[src/rtl/divider_result_adjust.sv]
// divider_result_adjust
// Post-processing stage for the signed integer divider. Takes a truncated
// quotient/remainder pair and rewrites it as a truncated, floored or
// Euclidean result, selected per transaction by 'mode'. It also keeps a
// sticky divide-by-zero flag and a saturating divide-by-zero event counter.
// Valid/ready stage with a 2-entry skid buffer, so input_ready is a register
// and never depends combinationally on output_ready.
module divider_result_adjust #(
  parameter int WORD_WIDTH  = 8,
  parameter int COUNT_WIDTH = 8
) (
  input  logic                   clock,
  input  logic                   clear,
  input  logic                   input_valid,
  output logic                   input_ready,
  input  logic [WORD_WIDTH-1:0]  quotient_in,
  input  logic [WORD_WIDTH-1:0]  remainder_in,
  input  logic [WORD_WIDTH-1:0]  divisor_in,
  input  logic                   dbz_in,
  input  logic [1:0]             mode,
  output logic                   output_valid,
  input  logic                   output_ready,
  output logic [WORD_WIDTH-1:0]  quotient,
  output logic [WORD_WIDTH-1:0]  remainder,
  output logic                   divide_by_zero,
  output logic                   dbz_sticky,
  output logic [COUNT_WIDTH-1:0] dbz_count
);

  localparam logic [WORD_WIDTH-1:0]  WORD_ZERO = {WORD_WIDTH{1'b0}};
  localparam logic [WORD_WIDTH-1:0]  WORD_ONE  = {{(WORD_WIDTH-1){1'b0}}, 1'b1};
  localparam logic [COUNT_WIDTH-1:0] CNT_ZERO  = {COUNT_WIDTH{1'b0}};
  localparam logic [COUNT_WIDTH-1:0] CNT_ONE   = {{(COUNT_WIDTH-1){1'b0}}, 1'b1};
  localparam logic [COUNT_WIDTH-1:0] CNT_MAX   = {COUNT_WIDTH{1'b1}};

  typedef enum logic [1:0] {
    ST_EMPTY = 2'd0,
    ST_ONE   = 2'd1,
    ST_TWO   = 2'd2
  } state_t;

  // Rewrites a truncated {q, r} pair into the requested convention.
  // Divide-by-zero results are never adjusted. Arithmetic wraps at
  // WORD_WIDTH; a valid divider result cannot overflow here because any
  // non-zero remainder implies |d| >= 2 and |r| < |d|.
  function automatic logic [2*WORD_WIDTH-1:0] adjust_result(
    input logic [WORD_WIDTH-1:0] q,
    input logic [WORD_WIDTH-1:0] r,
    input logic [WORD_WIDTH-1:0] d,
    input logic [1:0]            m,
    input logic                  dbz
  );
    logic [WORD_WIDTH-1:0] q_v;
    logic [WORD_WIDTH-1:0] r_v;
    logic                  r_neg;
    logic                  d_neg;
    logic                  r_nz;
    logic                  d_nz;
    q_v   = q;
    r_v   = r;
    r_neg = r[WORD_WIDTH-1];
    d_neg = d[WORD_WIDTH-1];
    r_nz  = (r != WORD_ZERO);
    d_nz  = (d != WORD_ZERO);
    if (dbz) begin
      q_v = q;
      r_v = r;
    end else begin
      case (m)
        2'd1: begin
          // floor: remainder takes the sign of the divisor
          if (r_nz && (r_neg != d_neg)) begin
            q_v = q - WORD_ONE;
            r_v = r + d;
          end else begin
            q_v = q;
            r_v = r;
          end
        end
        2'd2: begin
          // Euclid: remainder is never negative
          if (r_neg && !d_neg && d_nz) begin
            q_v = q - WORD_ONE;
            r_v = r + d;
          end else if (r_neg && d_neg) begin
            q_v = q + WORD_ONE;
            r_v = r - d;
          end else begin
            q_v = q;
            r_v = r;
          end
        end
        default: begin
          // modes 0 and 3: truncated result passes through
          q_v = q;
          r_v = r;
        end
      endcase
    end
    return {q_v, r_v};
  endfunction

  state_t                 state_r;
  state_t                 state_nx_s;
  logic                   input_ready_r;
  logic                   output_valid_r;
  logic [WORD_WIDTH-1:0]  q_out_r;
  logic [WORD_WIDTH-1:0]  r_out_r;
  logic                   dbz_out_r;
  logic [WORD_WIDTH-1:0]  q_skid_r;
  logic [WORD_WIDTH-1:0]  r_skid_r;
  logic                   dbz_skid_r;
  logic                   sticky_r;
  logic [COUNT_WIDTH-1:0] count_r;

  logic                    accept_s;
  logic                    out_xfer_s;
  logic                    load_out_new_s;
  logic                    load_out_skid_s;
  logic                    load_skid_s;
  logic [2*WORD_WIDTH-1:0] adj_s;
  logic [WORD_WIDTH-1:0]   adj_q_s;
  logic [WORD_WIDTH-1:0]   adj_r_s;

  assign accept_s   = input_valid && input_ready_r;
  assign out_xfer_s = output_valid_r && output_ready;
  assign adj_q_s    = adj_s[2*WORD_WIDTH-1:WORD_WIDTH];
  assign adj_r_s    = adj_s[WORD_WIDTH-1:0];

  assign input_ready    = input_ready_r;
  assign output_valid   = output_valid_r;
  assign quotient       = q_out_r;
  assign remainder      = r_out_r;
  assign divide_by_zero = dbz_out_r;
  assign dbz_sticky     = sticky_r;
  assign dbz_count      = count_r;

  // Adjust the incoming result so it is ready to be captured on accept.
  always_comb begin
    adj_s = adjust_result(quotient_in, remainder_in, divisor_in, mode, dbz_in);
  end

  // Skid-buffer next state and register load selects.
  always_comb begin
    state_nx_s      = state_r;
    load_out_new_s  = 1'b0;
    load_out_skid_s = 1'b0;
    load_skid_s     = 1'b0;
    case (state_r)
      ST_EMPTY: begin
        if (accept_s) begin
          state_nx_s     = ST_ONE;
          load_out_new_s = 1'b1;
        end else begin
          state_nx_s = ST_EMPTY;
        end
      end
      ST_ONE: begin
        if (accept_s && out_xfer_s) begin
          state_nx_s     = ST_ONE;
          load_out_new_s = 1'b1;
        end else if (accept_s) begin
          state_nx_s  = ST_TWO;
          load_skid_s = 1'b1;
        end else if (out_xfer_s) begin
          state_nx_s = ST_EMPTY;
        end else begin
          state_nx_s = ST_ONE;
        end
      end
      ST_TWO: begin
        if (out_xfer_s) begin
          state_nx_s      = ST_ONE;
          load_out_skid_s = 1'b1;
        end else begin
          state_nx_s = ST_TWO;
        end
      end
      default: begin
        state_nx_s = ST_EMPTY;
      end
    endcase
  end

  // State register plus registered handshake flags derived from next state.
  always_ff @(posedge clock) begin
    if (clear) begin
      state_r        <= ST_EMPTY;
      input_ready_r  <= 1'b1;
      output_valid_r <= 1'b0;
    end else begin
      state_r        <= state_nx_s;
      input_ready_r  <= (state_nx_s != ST_TWO);
      output_valid_r <= (state_nx_s != ST_EMPTY);
    end
  end

  // Output and skid data registers.
  always_ff @(posedge clock) begin
    if (clear) begin
      q_out_r    <= WORD_ZERO;
      r_out_r    <= WORD_ZERO;
      dbz_out_r  <= 1'b0;
      q_skid_r   <= WORD_ZERO;
      r_skid_r   <= WORD_ZERO;
      dbz_skid_r <= 1'b0;
    end else begin
      if (load_out_new_s) begin
        q_out_r   <= adj_q_s;
        r_out_r   <= adj_r_s;
        dbz_out_r <= dbz_in;
      end else if (load_out_skid_s) begin
        q_out_r   <= q_skid_r;
        r_out_r   <= r_skid_r;
        dbz_out_r <= dbz_skid_r;
      end
      if (load_skid_s) begin
        q_skid_r   <= adj_q_s;
        r_skid_r   <= adj_r_s;
        dbz_skid_r <= dbz_in;
      end
    end
  end

  // Sticky divide-by-zero flag and saturating event counter.
  always_ff @(posedge clock) begin
    if (clear) begin
      sticky_r <= 1'b0;
      count_r  <= CNT_ZERO;
    end else if (accept_s && dbz_in) begin
      sticky_r <= 1'b1;
      if (count_r != CNT_MAX) begin
        count_r <= count_r + CNT_ONE;
      end
    end
  end

endmodule
[config.mk]
export PLATFORM = sky130hd
export DESIGN_NAME = divider_result_adjust
export DESIGN_NICKNAME = d
export VERILOG_FILES = /design/src/rtl/divider_result_adjust.sv
export SDC_FILE = /design/constraint.sdc
export NUM_CORES = 1
export LEC_CHECK = 0
export CAP_MARGIN = 20
export CORE_MARGIN = 2
export CORE_UTILIZATION = 31
export CTS_CLUSTER_DIAMETER = 80
export DETAILED_ROUTE_END_ITERATION = 10
export PLACE_DENSITY = 0.62
export SLEW_MARGIN = 20
export SYNTH_ARGS = -nofsm -noshare
export SYNTH_HDL_FRONTEND = slang
export SYNTH_SLANG_ARGS = --single-unit
[constraint.sdc]
create_clock -name clock -period 2.35 [get_ports clock]
set_clock_uncertainty 0.05 [all_clocks]
set_input_delay 0.3525 -clock clock [delete_from_list [all_inputs] [get_ports clock]]
set_output_delay 0.3525 -clock clock [all_outputs]
set_load 0.02 [all_outputs]
---- Word-level counts from Yosys, hierarchy flattened ----
Index checks and enable logic that the tools add are counted.
storage, ports and cells
  register bits after elaboration ......... 47
  input bits .............................. 31
  output and inout port bits .............. 28
  word-level logic and storage cells ...... 67
cells by class
  $add $sub $neg .......................... 5
  equality and inequality tests ........... 7
  mux-type cells .......................... 29
  reductions and logical operators ........ 15
operators by type and width
  kind                                               number
  2-to-1 mux 8 bit                                   12
  one-hot mux 8 bit (2 select lines)                 2
  adder 8 x 1 -> 8 bit (second input constant)       2
  nonzero test 8 bit                                 2
  2-to-1 mux 1 bit                                   10
  adder 8 bit                                        1
  logical AND 1 bit                                  8
  != test 8 bit (second input constant)              1
  subtractor 8 x 1 -> 8 bit (second input constant)  1
  subtractor 8 bit                                   1
  2-to-1 mux 2 bit                                   3
  one-hot mux 2 bit (3 select lines)                 1
  == test 2 x 1 -> 1 bit (second input constant)     2
  == test 2 bit (second input constant)              2
  nonzero test 2 bit                                 2
  zero test 2 bit                                    1
  != test 2 bit (second input constant)              1
  one-hot mux 1 bit (2 select lines)                 1
  AND reduction 2 bit                                1
  zero test 1 bit                                    1
  != test 1 bit                                      1

---- Depth between registers and ports, before layout ----
Gate-level depths: netlist of the first run.
  depth after elaboration ................. 7
  depth in mapped cells ................... 10
  mapped depth without buffers ............ 10

---- Worst setup path before layout of the first run ----
Ideal clock, no wire load.
  kind .................................... input -> register
  start point ............................. input quotient_in[2]
  end point ............................... register q_out_r[7] (netlist: quotient[7])
  setup time .............................. 0.132 ns
  arrival ................................. 2.035 ns
  required time ........................... 2.168 ns
  slack ................................... 0.133 ns
  stages .................................. 7
  buffers on the path ..................... 1
  cells stage by stage .................... buf_6 -> or4_4 -> or4_4 -> o211ai_2 -> nor2_1 -> nor4b_2 -> o22ai_1
between the ends
  word-level cells in the longest chain between the ends .. 6
  elaborated cells between the ends (all ways) .. 8
  those cells by class .................... 2 x add/sub; 6 x mux
RTL lines
  element                               line  source
  start: declaration                    16    input logic [WORD_WIDTH-1:0] quotient_in,
  adder 8 x 1 -> 8 bit                  86    q_v = q + WORD_ONE;
  2-to-1 mux 8 bit                      85    end else if (r_neg && d_neg) begin
  2-to-1 mux 8 bit                      82    if (r_neg && !d_neg && d_nz) begin
  one-hot mux 8 bit (2 select lines) *  69    case (m)
  2-to-1 mux 8 bit *                    65    if (dbz) begin
  2-to-1 mux 8 bit *                    208   if (load_out_new_s) begin
  end signal: assignment                209   q_out_r <= adj_q_s;
  end signal: assignment                213   q_out_r <= q_skid_r;
  end: declaration                      107   logic [WORD_WIDTH-1:0] q_out_r;
Every way passes the cells marked *; elsewhere a longest branch is shown, timed or not.
A chain may end at the register's enable or synchronous reset.

---- Final worst setup path of the first run ----
  start point ............................. input mode[0]
  end point ............................... register q_out_r[3] (netlist: quotient[3])
between the ends
  word-level cells in the longest chain between the ends .. 4
  elaborated cells between the ends (all ways) .. 5
  those cells by class .................... 2 x eq/ne; 3 x mux
RTL lines
  element                                                         line  source
  start: declaration                                              20    input logic [1:0] mode,
  == test 2 bit / == test 2 x 1 -> 1 bit (equally long branches)  69
  one-hot mux 8 bit (2 select lines) *                            69
  2-to-1 mux 8 bit *                                              65
  2-to-1 mux 8 bit *                                              208
Marks and branches as above.

==> results of run 1 <==
[logic make-up (layout without fill, tap and decap cells)]
kind of cell / Yosys count / in the layout
flops: 47 / 47
simple gates: 156 / 156
buf+inv: 50 / 213
compound gates: 160 / 160
fa+ha+maj: 26 / 26
mux: 6 / 6
xor+xnor: 12 / 12
[worst min-delay path by stage]
| stage | startpoint | endpoint | slack (ns) | cells past startpoint |
|---|---|---|---|---|
| 6_report | dbz_skid_r$_SDFFE_PP0P_ | dbz_skid_r$_SDFFE_PP0P_ | 0.41 | 2 |
| 5_1_grt | dbz_skid_r$_SDFFE_PP0P_ | dbz_skid_r$_SDFFE_PP0P_ | 0.44 | 2 |
| 4_1_cts | dbz_skid_r$_SDFFE_PP0P_ | dbz_skid_r$_SDFFE_PP0P_ | 0.42 | 2 |
| 3_5_place_dp | q_skid_r[3]$_SDFFE_PP0P_ | q_skid_r[3]$_SDFFE_PP0P_ | 0.40 | 2 |
| 3_3_place_gp | dbz_skid_r$_SDFFE_PP0P_ | dbz_skid_r$_SDFFE_PP0P_ | 0.39 | 2 |
| 2_1_floorplan | dbz_skid_r$_SDFFE_PP0P_ | dbz_skid_r$_SDFFE_PP0P_ | 0.38 | 2 |
[flip-flops by register name (all words and copies together), names as in the netlist]
| signal | flops |
|---|---|
| dbz_skid_r | 1 |
| r_skid_r | 8 |
| divide_by_zero | 1 |
| dbz_sticky | 1 |
| output_valid | 1 |
| remainder | 8 |
| quotient | 8 |
| input_ready | 1 |
| dbz_count | 8 |
| q_skid_r | 8 |
| state_r | 2 |
[report_power, final]
part           switching (mW)  internal [mW]
Clock                   0.299          0.426
Combinational           0.515          0.475
Sequential             0.0381          0.858
[worst max-delay path: cells and delay by family]
family | cells | cell delay (ns)
AOI/OAI and AO/OA | 3 | 0.64
adders and majority gates | 1 | 0.29
buffers and inverters | 3 | 0.68
and+or+nand+nor | 3 | 0.45
[synth_stat cells (6+ instances only)]
cell type / n / area (sq um)
sky130_fd_sc_hd__or4_1: 7 / 52.6
sky130_fd_sc_hd__nand2_1: 40 / 150
sky130_fd_sc_hd__nor3_1: 10 / 50.1
sky130_fd_sc_hd__nand3_1: 13 / 65.1
sky130_fd_sc_hd__nor2b_1: 6 / 37.5
sky130_fd_sc_hd__clkbuf_1: 16 / 60.1
sky130_fd_sc_hd__nand4_1: 9 / 56.3
sky130_fd_sc_hd__o21ai_0: 34 / 170
sky130_fd_sc_hd__o22ai_1: 6 / 37.5
sky130_fd_sc_hd__a22oi_1: 8 / 60.1
sky130_fd_sc_hd__ha_1: 24 / 300
sky130_fd_sc_hd__a21oi_1: 41 / 205
sky130_fd_sc_hd__a211oi_1: 14 / 105
sky130_fd_sc_hd__nor2_1: 30 / 113
sky130_fd_sc_hd__xor2_1: 7 / 61.3
sky130_fd_sc_hd__inv_1: 25 / 93.8
sky130_fd_sc_hd__and3_1: 8 / 50.1
sky130_fd_sc_hd__dfxtp_1: 47 / 941
sky130_fd_sc_hd__or3_1: 7 / 43.8
[per-layer routing]
metal  GRT usage (%)  up-vias
met2            33.7      178
met4            4.75        0
li1                -     2028
met5               0        -
met3            2.68       23
met1            27.1     1978
[layout make-up]
cell class	instances	area [sq um]
timing repair buffer	180	1520
sequential	47	941
clock buffer	7	143
multi-input combinational	360	2680
tap	140	175
fill	1053	5420
clock inverter	1	8.76
inverter	25	93.8
[timing repair]
action / 4_1_cts / 5_1_grt
gates resized for setup: 50 / 44
setup buffers: 0 / 1
pin swaps: 16 / 15
endpoints found under the setup margin: 24 / 29
[metrics by stage]
stage                     utilization [%]  power [mW]  area [sq um]  hold WS [ns]  instances
after CTS                            49.1        2.57          5390         0.418        759
after global placement               46.0        1.80          5050         0.394        751
after global routing                 50.7        2.74          5570         0.439        760
final                                50.7        2.61          5570         0.412        760
after floorplan                         -        1.34          3530         0.383        457
after detailed placement             46.0        1.81          5050         0.403        751
==> qor_table.md, run 1 <==
| Quantity | Reported | Unit |
|:---|:---|:---|
| Clock buffers created by TritonCTS | 5 | - |
| # hold bufs at CTS | 0 | - |
| Post-route DRC | 0 | - |
| Critical Path Fanout Max | 5 | - |
| Sequential-to-total area share from yosys stat | 26.7 | % |
| Width of the die | 111 | um |
| Number of flip-flops and latches in the synthesized netlist | 47 | - |
| Number of DRC markers after the initial detailed-route iteration | 282 | - |
| Synthesized area per cell | 7.72 | sq um |
| Global placer's final weighted congestion | 0.938 | - |
| Data required time at the worst endpoint | 2.47 | ns |
| Top sig layer | met4 | - |
| Proportion of register bits with asynchronous set or reset after synthesis | 0 | % |
| Launch point of the critical path | mode[0] | - |
| Most common cell on crit path | sky130_fd_sc_hd__o22ai_1 | - |
| Global route total overflow | 0 | - |
| DP Worst Slack | -0.640 | ns |
| CP Data Arrival Time | 2.41 | ns |
| Final worst setup slack | 0.0557 | ns |
| Clk pin slew, worst setup/hold paths | 0.06 | ns |
| Crit path time final | 2.29 | ns |
| Number of synthesis warnings | 0 | - |
| Cells along the critical path | clkdlybuf4s50_1 > inv_1 > ha_1 > nor2_1 > buf_4 > and2_1 > and3_2 > a41o_2 > o22ai_1 > o22ai_1 | - |
| Worst setup SP type | input port | - |
| GRT Util Overall | 20.0 | % |
| CTS HTree Levels | 2 | - |
| Met3 wire length | 953 | um |
| First-pass GRT wire length | 20400 | um |
| Number of instances in the synthesized netlist | 457 | - |
| Number of distinct library cells after synthesis | 62 | - |
| Post-synthesis mux area share | 1.74 | % |
| TritonCTS clock tree | done | - |
| Largest family of logic cells by synthesized area | compound AO/OA/AOI/OAI gates | - |
| Share of the synthesized area in compound gates (AO/OA/AOI/OAI) | 29.4 | % |
| Top-Level Pins | 59 | - |
| Routed WL | 12800 | um |
| Met2 routed wirelength | 5870 | um |
| Via-per-instance ratio | 5.54 | - |
| Number of global-route vias before repair | 4045 | - |
| Max Root-Sink Buffers | 2 | - |
| Final sum of negative setup slack | 0 | ns |
| Routed via count | 4207 | - |
| Drt wl/cell | 16.8 | um |
| Commonest non-fill, non-tap cell in the layout | sky130_fd_sc_hd__buf_4 | - |
| Worst-Margin Slew | 0.481 | ns |
| Core ar. | 11000 | sq um |
| Number of port buffers | 58 | - |
| Peak clock frequency supported by timing | 436 | MHz |
| Hold Crit Class | flop to flop | - |
| Initial Utilization | 32.1 | % |
| Number of setup violations in the final report | 0 | - |
| Initial antenna violation count | 0 | - |
| R2r startpoint | output_valid$_SDFF_PP0_ | - |
| Layout cells sized above 1 | 31.9 | % |
| Setup repair after global routing missed its margin | false | - |
| Worst-case vdd ir drop | 0.000451 | V |
| Net count reported at finish | 676 | - |
| Cell area after synthesis | 3530 | sq um |
| Net count after synthesis | 514 | - |
| Post-Synth Adder-Cell Area | 9.64 | % |
| Met1 wire length | 5720 | um |
| Commonest non-fill, non-tap cells in the layout | 118 x sky130_fd_sc_hd__buf_4, 47 x sky130_fd_sc_hd__dfxtp_1, 40 x sky130_fd_sc_hd__nand2_1 | - |
| Number of nets with antenna violations after routing | 0 | - |
| Die H | 111 | um |
| P&R area growth vs syn | 57.7 | % |
| Die area | 12300 | sq um |
| Worst reg-to-reg setup slack | 0.58 | ns |
| Worst slew slack as a fraction of its limit | 67.9 | % |
| Clk_lat worst skew | 0.29 | ns |
| Slowest cell delay on critical path | 0.47 | ns |
| Router iterations before antenna repair | 5 | - |
| Portion of the clock cycle consumed by the worst path in the final layout | 97.6 | % |
| XOR/XNOR Fraction of Synth Area | 2.98 | % |
| Critical path start-end classification | input port to flop | - |
| Leading register cell type out of synthesis | sky130_fd_sc_hd__dfxtp_1 | - |
| Total half-perimeter wirelength after legalization and detailed placement | 9980 | um |
| Total count of hold-check failures in the final report | 0 | - |
| Diodes inserted | 0 | - |
| Power Density | 469 | nW/um^2 |
| Number of max-cap violations | 0 | - |
| Endpoint of the most critical setup path | quotient[3]$_SDFFE_PP0P_ | - |
| EDFF count, synth | 0 | - |
| Leak pwr | 2.34 | nW |
| Row count | 38 | - |
| Result of the run | finished, final reports clean | - |
| Synth Area in Simple Gates | 22.9 | % |
| Clock sinks | 47 | - |
| Worst r2r dst | quotient[2]$_SDFFE_PP0P_ | - |
| Setup crit end kind | flop | - |
| Number of pins exceeding their max-slew limit in the final report | 0 | - |
| Depth of the worst register-to-register path | 7 | - |
| Root buf cell | sky130_fd_sc_hd__clkbuf_16 | - |
| Largest net degree at the start of global routing | 20 | - |
| Cell type of the slowest stage on the worst timing path | sky130_fd_sc_hd__clkdlybuf4s50_1 | - |
No activity file was read; power rests on OpenSTA's default activity.
==> run 2: changes to the inputs <==
--- a/config.mk
+++ b/config.mk
@@ -5,12 +5,12 @@
 export SDC_FILE = /design/constraint.sdc
 export NUM_CORES = 1
 export LEC_CHECK = 0
-export CAP_MARGIN = 20
 export CORE_MARGIN = 2
 export CORE_UTILIZATION = 31
 export CTS_CLUSTER_DIAMETER = 80
 export DETAILED_ROUTE_END_ITERATION = 10
 export PLACE_DENSITY = 0.62
+export SKIP_LAST_GASP = 1
 export SLEW_MARGIN = 20
 export SYNTH_ARGS = -nofsm -noshare
 export SYNTH_HDL_FRONTEND = slang
==> run 2 against run 1 <==
  * Core utilization rose by 0.10 points
  * Global-route usage fell by 0.092 points
  * Highest routed layer unchanged
  * Combinational power barely moved
  * Wire length fell by 0.37%
  * Critical endpoint unchanged
  * Cell area rose by 0.20%
==> qor_table.md, run 2 (synthesis results as in run 1) <==
| Quantity | Reported | Unit | Delta |
|:---|:---|:---|:---|
| Core ar. | 11000 | sq um | unchanged |
| Top-Level Pins | 59 | - | unchanged |
| Hold Crit Class | flop to flop | - |  |
| Root buf cell | sky130_fd_sc_hd__clkbuf_16 | - |  |
| GRT Util Overall | 19.9 | % | -0.092 points |
| Clk pin slew, worst setup/hold paths | 0.06 | ns | about the same |
| Routed WL | 12700 | um | -0.37% |
| Total half-perimeter wirelength after legalization and detailed placement | 9980 | um | unchanged |
| Clk_lat worst skew | 0.29 | ns | about the same |
| Number of global-route vias before repair | 4052 | - | +0.17% |
| Peak clock frequency supported by timing | 436 | MHz | about the same |
| Row count | 38 | - | unchanged |
| Power Density | 468 | nW/um^2 | -0.21% |
| Net count reported at finish | 678 | - | +0.30% |
| Number of nets with antenna violations after routing | 0 | - | unchanged |
| Result of the run | finished, final reports clean | - |  |
| Max Root-Sink Buffers | 2 | - | unchanged |
| Number of DRC markers after the initial detailed-route iteration | 282 | - | unchanged |
| Worst r2r dst | quotient[2]$_SDFFE_PP0P_ | - |  |
| Portion of the clock cycle consumed by the worst path in the final layout | 97.5 | % | about the same |
| Worst slew slack as a fraction of its limit | 67.2 | % | -0.66 points |
| Routed via count | 4174 | - | -0.78% |
| Total count of hold-check failures in the final report | 0 | - | unchanged |
| CTS HTree Levels | 2 | - | unchanged |
| Post-DP Area | 5050 | sq um | unchanged |
| Clock buffers created by TritonCTS | 5 | - | unchanged |
| P&R area growth vs syn | 58.0 | % |  |
| Crit path time final | 2.29 | ns | -0.00206 ns |
| Data required time at the worst endpoint | 2.47 | ns | about the same |
| Instance count along the most critical hold path | 2 | - | unchanged |
| Diodes inserted | 0 | - | unchanged |
| Setup crit end kind | flop | - |  |
| WHS Endpoint | dbz_skid_r$_SDFFE_PP0P_ | - |  |
| R2r startpoint | output_valid$_SDFF_PP0_ | - |  |
| Router iterations before antenna repair | 5 | - | unchanged |
| CP Data Arrival Time | 2.41 | ns | about the same |
| Drt wl/cell | 16.7 | um | -0.63% |
| Setup repair after global routing missed its margin | true | - |  |
| Largest net degree at the start of global routing | 20 | - | unchanged |
| Worst-Margin Slew | 0.491 | ns | +0.00983 ns |
| Commonest non-fill, non-tap cell in the layout | sky130_fd_sc_hd__buf_4 | - |  |
| TritonCTS clock tree | done | - |  |
| Initial antenna violation count | 0 | - | unchanged |
| Post-route DRC | 0 | - | unchanged |
| Worst-case vdd ir drop | 0.000452 | V | +0.36% |
| First-pass GRT wire length | 20300 | um | -0.30% |
| # hold bufs at CTS | 0 | - | unchanged |
| Commonest non-fill, non-tap cells in the layout | 118 x sky130_fd_sc_hd__buf_4, 47 x sky130_fd_sc_hd__dfxtp_1, 40 x sky130_fd_sc_hd__nand2_1 | - |  |
| Die area | 12300 | sq um | unchanged |
| Design Power | 2.61 | mW | about the same |
| Hold Crit Start | dbz_skid_r$_SDFFE_PP0P_ | - |  |
| Global route total overflow | 0 | - | unchanged |
| Via-per-instance ratio | 5.48 | - | -1.0% |
| Final design instance area without fill | 5580 | sq um | +0.20% |
| Global placer's final weighted congestion | 0.938 | - | unchanged |
| Critical path start-end classification | input port to flop | - |  |
| Worst reg-to-reg setup slack | 0.57 | ns | about the same |
| Number of setup violations in the final report | 0 | - | unchanged |
| Leak pwr | 2.36 | nW | +0.74% |
| Number of max-cap violations | 0 | - | unchanged |
| Clock sinks | 47 | - | unchanged |
| Critical Path Fanout Max | 5 | - | unchanged |
| Width of the die | 111 | um | unchanged |
| Number of port buffers | 58 | - | unchanged |
| Number of pins exceeding their max-slew limit in the final report | 0 | - | unchanged |
| Worst setup SP type | input port | - |  |
| Die H | 111 | um | unchanged |
| Layout cells sized above 1 | 31.7 | % | -0.26 points |
| Initial Utilization | 32.1 | % | unchanged |
| Depth of the worst register-to-register path | 7 | - | unchanged |
-- run 2: cell types whose count changed in the layout (fill, tap and decap cells not counted), sizes merged --
cell,before,now
buf,122,124
dlygate4sd2,6,5
dlymetal6s2s,11,12
-- run 2: report_power, final --
part / switching, mW / internal, mW
clock: 0.301 / 0.426
sequential: 0.0381 / 0.858
combinational: 0.513 / 0.475
-- run 2: critical path: stages --
cell	delay (ns)
sky130_fd_sc_hd__clkdlybuf4s50_1	0.47
sky130_fd_sc_hd__inv_1	0.05
sky130_fd_sc_hd__ha_1	0.29
sky130_fd_sc_hd__nor2_1	0.05
sky130_fd_sc_hd__buf_4	0.16
sky130_fd_sc_hd__and2_1	0.16
sky130_fd_sc_hd__and3_2	0.25
sky130_fd_sc_hd__a41o_2	0.27
sky130_fd_sc_hd__o22ai_1	0.25
sky130_fd_sc_hd__o22ai_1	0.12
-- run 2: through the flow --
stage,utilization (%),setup TNS [ns],hold slack (ns),std cells,setup WS (ns)
after global placement,46.0,-11.81,0.394,751,-0.579
after detailed placement,46.0,-12.78,0.403,751,-0.640
final,50.8,0,0.413,762,0.0577
after CTS,49.0,-0.109,0.418,759,-0.0393
after global routing,50.8,-0.000741,0.439,762,-0.000741
after floorplan,-,0,0.383,457,0.133
-- run 2: repair_timing --
action / 4_1_cts / 5_1_grt
pin swaps: 16 / 15
buffers inserted: 0 / 3
gates resized for setup: 47 / 45
setup endpoints to repair: 24 / 30
-- run 2: cell type report --
class	instances	area (sq um)
Clock buffer	7	143
Sequential cell	47	941
Inverter	25	93.8
Tap cell	140	175
Fill cell	1056	5410
Clock inverter	1	8.76
Multi-Input combinational cell	360	2670
Timing Repair Buffer	182	1550
-- run 2: worst max-delay path by stage --
stage	startpoint	endpoint	slack (ns)
after CTS	remainder_in[5]	r_skid_r[7]$_SDFFE_PP0P_	-0.04
after detailed placement	divisor_in[0]	remainder[6]$_SDFFE_PP0P_	-0.64
after floorplan	quotient_in[2]	quotient[7]$_SDFFE_PP0P_	0.13
final	mode[0]	quotient[3]$_SDFFE_PP0P_	0.06
after global placement	divisor_in[0]	remainder[6]$_SDFFE_PP0P_	-0.58
after global routing	remainder_in[5]	q_skid_r[6]$_SDFFE_PP0P_	-0.0007
-- run 2: routing by layer --
metal / global-route usage [%] / part of all wire, % / up-vias / routed length, um
met4: 4.92 / 1.8 / 0 / 230
met2: 33.3 / 46 / 145 / 5840
met1: 27.1 / 47 / 1975 / 5940
met5: 0 / 0 / - / 0
met3: 2.68 / 5.8 / 19 / 735
li1: - / - / 2035 / -
==> run 3: changes to the inputs <==
--- a/config.mk
+++ b/config.mk
@@ -6,10 +6,9 @@
 export NUM_CORES = 1
 export LEC_CHECK = 0
 export CORE_MARGIN = 2
-export CORE_UTILIZATION = 31
-export CTS_CLUSTER_DIAMETER = 80
+export CORE_UTILIZATION = 58
 export DETAILED_ROUTE_END_ITERATION = 10
-export PLACE_DENSITY = 0.62
+export PLACE_DENSITY = 0.95
 export SKIP_LAST_GASP = 1
 export SLEW_MARGIN = 20
 export SYNTH_ARGS = -nofsm -noshare
==> constraint.sdc (replaced) <==
create_clock -name clock -period 2.8 [get_ports clock]
set_clock_uncertainty 0.05 [all_clocks]
set_input_delay 0.42 -clock clock [delete_from_list [all_inputs] [get_ports clock]]
set_output_delay 0.42 -clock clock [all_outputs]
set_load 0.02 [all_outputs]
==> run 3 against run 2 <==
  * Clock power shrank 45%
  * Power shrank 29%
  * Final cell count shrank 17%
  * Global-route usage grew 16 points
  * Register-to-register slack gained 0.21 ns
  * Non-clock buffer count shrank 61
  * Clock-buffer cell count is the same
  * Cell area shrank 17%
  * Combinational power shrank 30%
  * Sequential cell count is the same
  * Worst setup slack gained 0.014 ns
  * Largest power group is now registers
==> qor_table.md, run 3 (synthesis results as in run 1) <==
| Quantity | Reported | Unit | Delta |
|:---|:---|:---|:---|
| DP Worst Slack | -0.199 | ns | +0.440 ns |
| CTS HTree Levels | 2 | - | unchanged |
| Setup repair after global routing missed its margin | true | - |  |
| Number of pins exceeding their max-slew limit in the final report | 0 | - | unchanged |
| Total half-perimeter wirelength after legalization and detailed placement | 9040 | um | -9.4% |
| Largest net degree at the start of global routing | 35 | - | +75% |
| Cells along the critical path | clkdlybuf4s50_1 > inv_1 > ha_1 > nand2b_1 > a21oi_1 > xor2_1 > o311ai_0 > o31ai_1 > buf_4 > a211oi_1 | - |  |
| Critical Path Fanout Max | 4 | - | -1 |
| Layout cells sized above 1 | 15.2 | % | -17 points |
| GRT Util Overall | 36.0 | % | +16 points |
| Number of max-cap violations | 0 | - | unchanged |
| Setup crit end kind | flop | - |  |
| Via-per-instance ratio | 6.83 | - | +25% |
| Root buf cell | sky130_fd_sc_hd__clkbuf_8 | - |  |
| Met2 routed wirelength | 5580 | um | -4.5% |
| Met3 wire length | 1340 | um | +82% |
| Diodes inserted | 0 | - | unchanged |
| Global route total overflow | 0 | - | unchanged |
| Die H | 82.0 | um | -26% |
| Top-Level Pins | 59 | - | unchanged |
| Post-DP Area | 4530 | sq um | -10% |
| Worst-case vdd ir drop | 0.000414 | V | -8.6% |
| Peak clock frequency supported by timing | 366 | MHz |  |
| Power Density | 399 | nW/um^2 | -15% |
| Met1 wire length | 4370 | um | -26% |
| Core ar. | 5890 | sq um | -46% |
| # hold bufs at CTS | 0 | - | unchanged |
| Router iterations before antenna repair | 6 | - | +1 |
| Number of setup violations in the final report | 0 | - | unchanged |
| CP Data Arrival Time | 2.86 | ns | +0.45 ns |
| Top sig layer | met4 | - |  |
| Total setup buffers inserted after CTS | 0 | - | unchanged |
| First-pass GRT wire length | 18800 | um | -7.5% |
| Number of nets with antenna violations after routing | 0 | - | unchanged |
| Clock buffers created by TritonCTS | 5 | - | unchanged |
| Leak pwr | 1.86 | nW | -21% |
| Worst slew slack as a fraction of its limit | 42.3 | % | -25 points |
| Quantity of gates resized following cts | 0 | - | -100% |
| Routed WL | 12000 | um | -5.5% |
| Commonest non-fill, non-tap cell in the layout | sky130_fd_sc_hd__buf_4 | - |  |
| Slowest cell delay on critical path | 0.57 | ns | +0.10 ns |
| Post-route DRC | 0 | - | unchanged |
| Net count reported at finish | 617 | - | -9.0% |
| Clk_lat worst skew | 0.30 | ns | about the same |
| Data required time at the worst endpoint | 2.93 | ns | +0.46 ns |
| Commonest non-fill, non-tap cells in the layout | 63 x sky130_fd_sc_hd__buf_4, 58 x sky130_fd_sc_hd__clkdlybuf4s50_1, 47 x sky130_fd_sc_hd__dfxtp_1 | - |  |
| Total count of hold-check failures in the final report | 0 | - | unchanged |
| Crit path time final | 2.73 | ns |  |
| Routed via count | 4343 | - | +4.0% |
| Hold Crit Class | flop to flop | - |  |
| Gate family responsible for the most delay along the worst path | buffers and inverters | - |  |
| Worst setup SP type | input port | - |  |
| Number of DRC markers after the initial detailed-route iteration | 678 | - | +140% |
| CP bufs+invs | 3 | - | unchanged |
| Global placer's final weighted congestion | 1.04 | - | +11% |
| Final design instance area without fill | 4640 | sq um | -17% |
| TritonCTS clock tree | done | - |  |
| Design Power | 1.85 | mW | -29% |
| Number of global-route vias before repair | 3985 | - | -1.7% |
| Row count | 28 | - | -26% |
| P&R area growth vs syn | 31.5 | % |  |
| Width of the die | 82.0 | um | -26% |
| Clock sinks | 47 | - | unchanged |
| Number of port buffers | 58 | - | unchanged |
| Critical path start-end classification | input port to flop | - |  |
| Portion of the clock cycle consumed by the worst path in the final layout | 97.5 | % |  |
| Final worst setup slack | 0.0713 | ns | +0.0136 ns |
| Max Root-Sink Buffers | 2 | - | unchanged |
| Worst-Margin Slew | 0.865 | ns | +0.374 ns |
| Die area | 6730 | sq um | -45% |
| Final sum of negative setup slack | 0 | ns | unchanged |
| Cell type of the slowest stage on the worst timing path | sky130_fd_sc_hd__clkdlybuf4s50_1 | - |  |
| Clk pin slew, worst setup/hold paths | 0.08 | ns | +0.02 ns |
| Initial antenna violation count | 0 | - | unchanged |
| Drt wl/cell | 18.9 | um | +13% |
| Initial Utilization | 60.0 | % | +28 points |
| Result of the run | finished, final reports clean | - |  |
| Fraction of the core area covered by cells at the end of the flow | 78.9 | % | +28 points |
-- run 3: cell count changes in the layout (fill, tap and decap cells not counted), sizes merged --
cell	delta
buf	-61
clkdlybuf4s50	+19
clkbuf	-2
dlymetal6s2s	-12
dlygate4sd2	-5
-- run 3: per-layer routing --
metal / vias to the layer above / track usage [%]
met5: - / 0
met4: 0 / 19.3
met3: 108 / 5.60
met2: 368 / 60.0
met1: 1958 / 44.3
li1: 1909 / -
-- run 3: cell type report --
class,instances,area (sq um)
clock buffers,7,76.3
clock inverters,1,5.00
fillers,367,1240
inverters,25,93.8
multi-input cells,360,2380
flip-flops and latches,47,941
well taps,75,93.8
repair buffers,121,1050
-- run 3: worst register-to-register path, cell delays in order, from the launching register on --
cell                      delay, ns
sky130_fd_sc_hd__dfxtp_1       0.33
sky130_fd_sc_hd__nand2_1       0.13
sky130_fd_sc_hd__inv_1         0.09
sky130_fd_sc_hd__ha_1          0.23
sky130_fd_sc_hd__a21oi_1       0.68
sky130_fd_sc_hd__a22o_1        0.26
sky130_fd_sc_hd__a32oi_1       0.05
sky130_fd_sc_hd__o21ai_0       0.11
-- run 3: worst paths after layout --
| kind | start | to | slack (ns) | depth (start not counted) |
|---|---|---|---|---|
| setup / recovery | divisor_in[1] | remainder[3]$_SDFFE_PP0P_ | 0.07 | 10 |
| setup reg to reg | output_valid$_SDFF_PP0_ | remainder[7]$_SDFFE_PP0P_ | 0.78 | 7 |
| hold / removal | remainder[1]$_SDFFE_PP0P_ | remainder[1]$_SDFFE_PP0P_ | 0.40 | 2 |
| hold reg to reg | remainder[1]$_SDFFE_PP0P_ | remainder[1]$_SDFFE_PP0P_ | 0.40 | 2 |
-- run 3: power breakdown --
group,total (mW),switching (mW),internal [mW]
combinational,0.695,0.391,0.304
sequential,0.754,0.0340,0.720
clock,0.402,0.227,0.176
-- run 3: stage by stage --
step,hold WS (ns),cells
5_1_grt,0.447,636
3_3_place_gp,0.385,628
2_1_floorplan,0.383,457
3_5_place_dp,0.392,628
6_report,0.400,636
4_1_cts,0.403,636
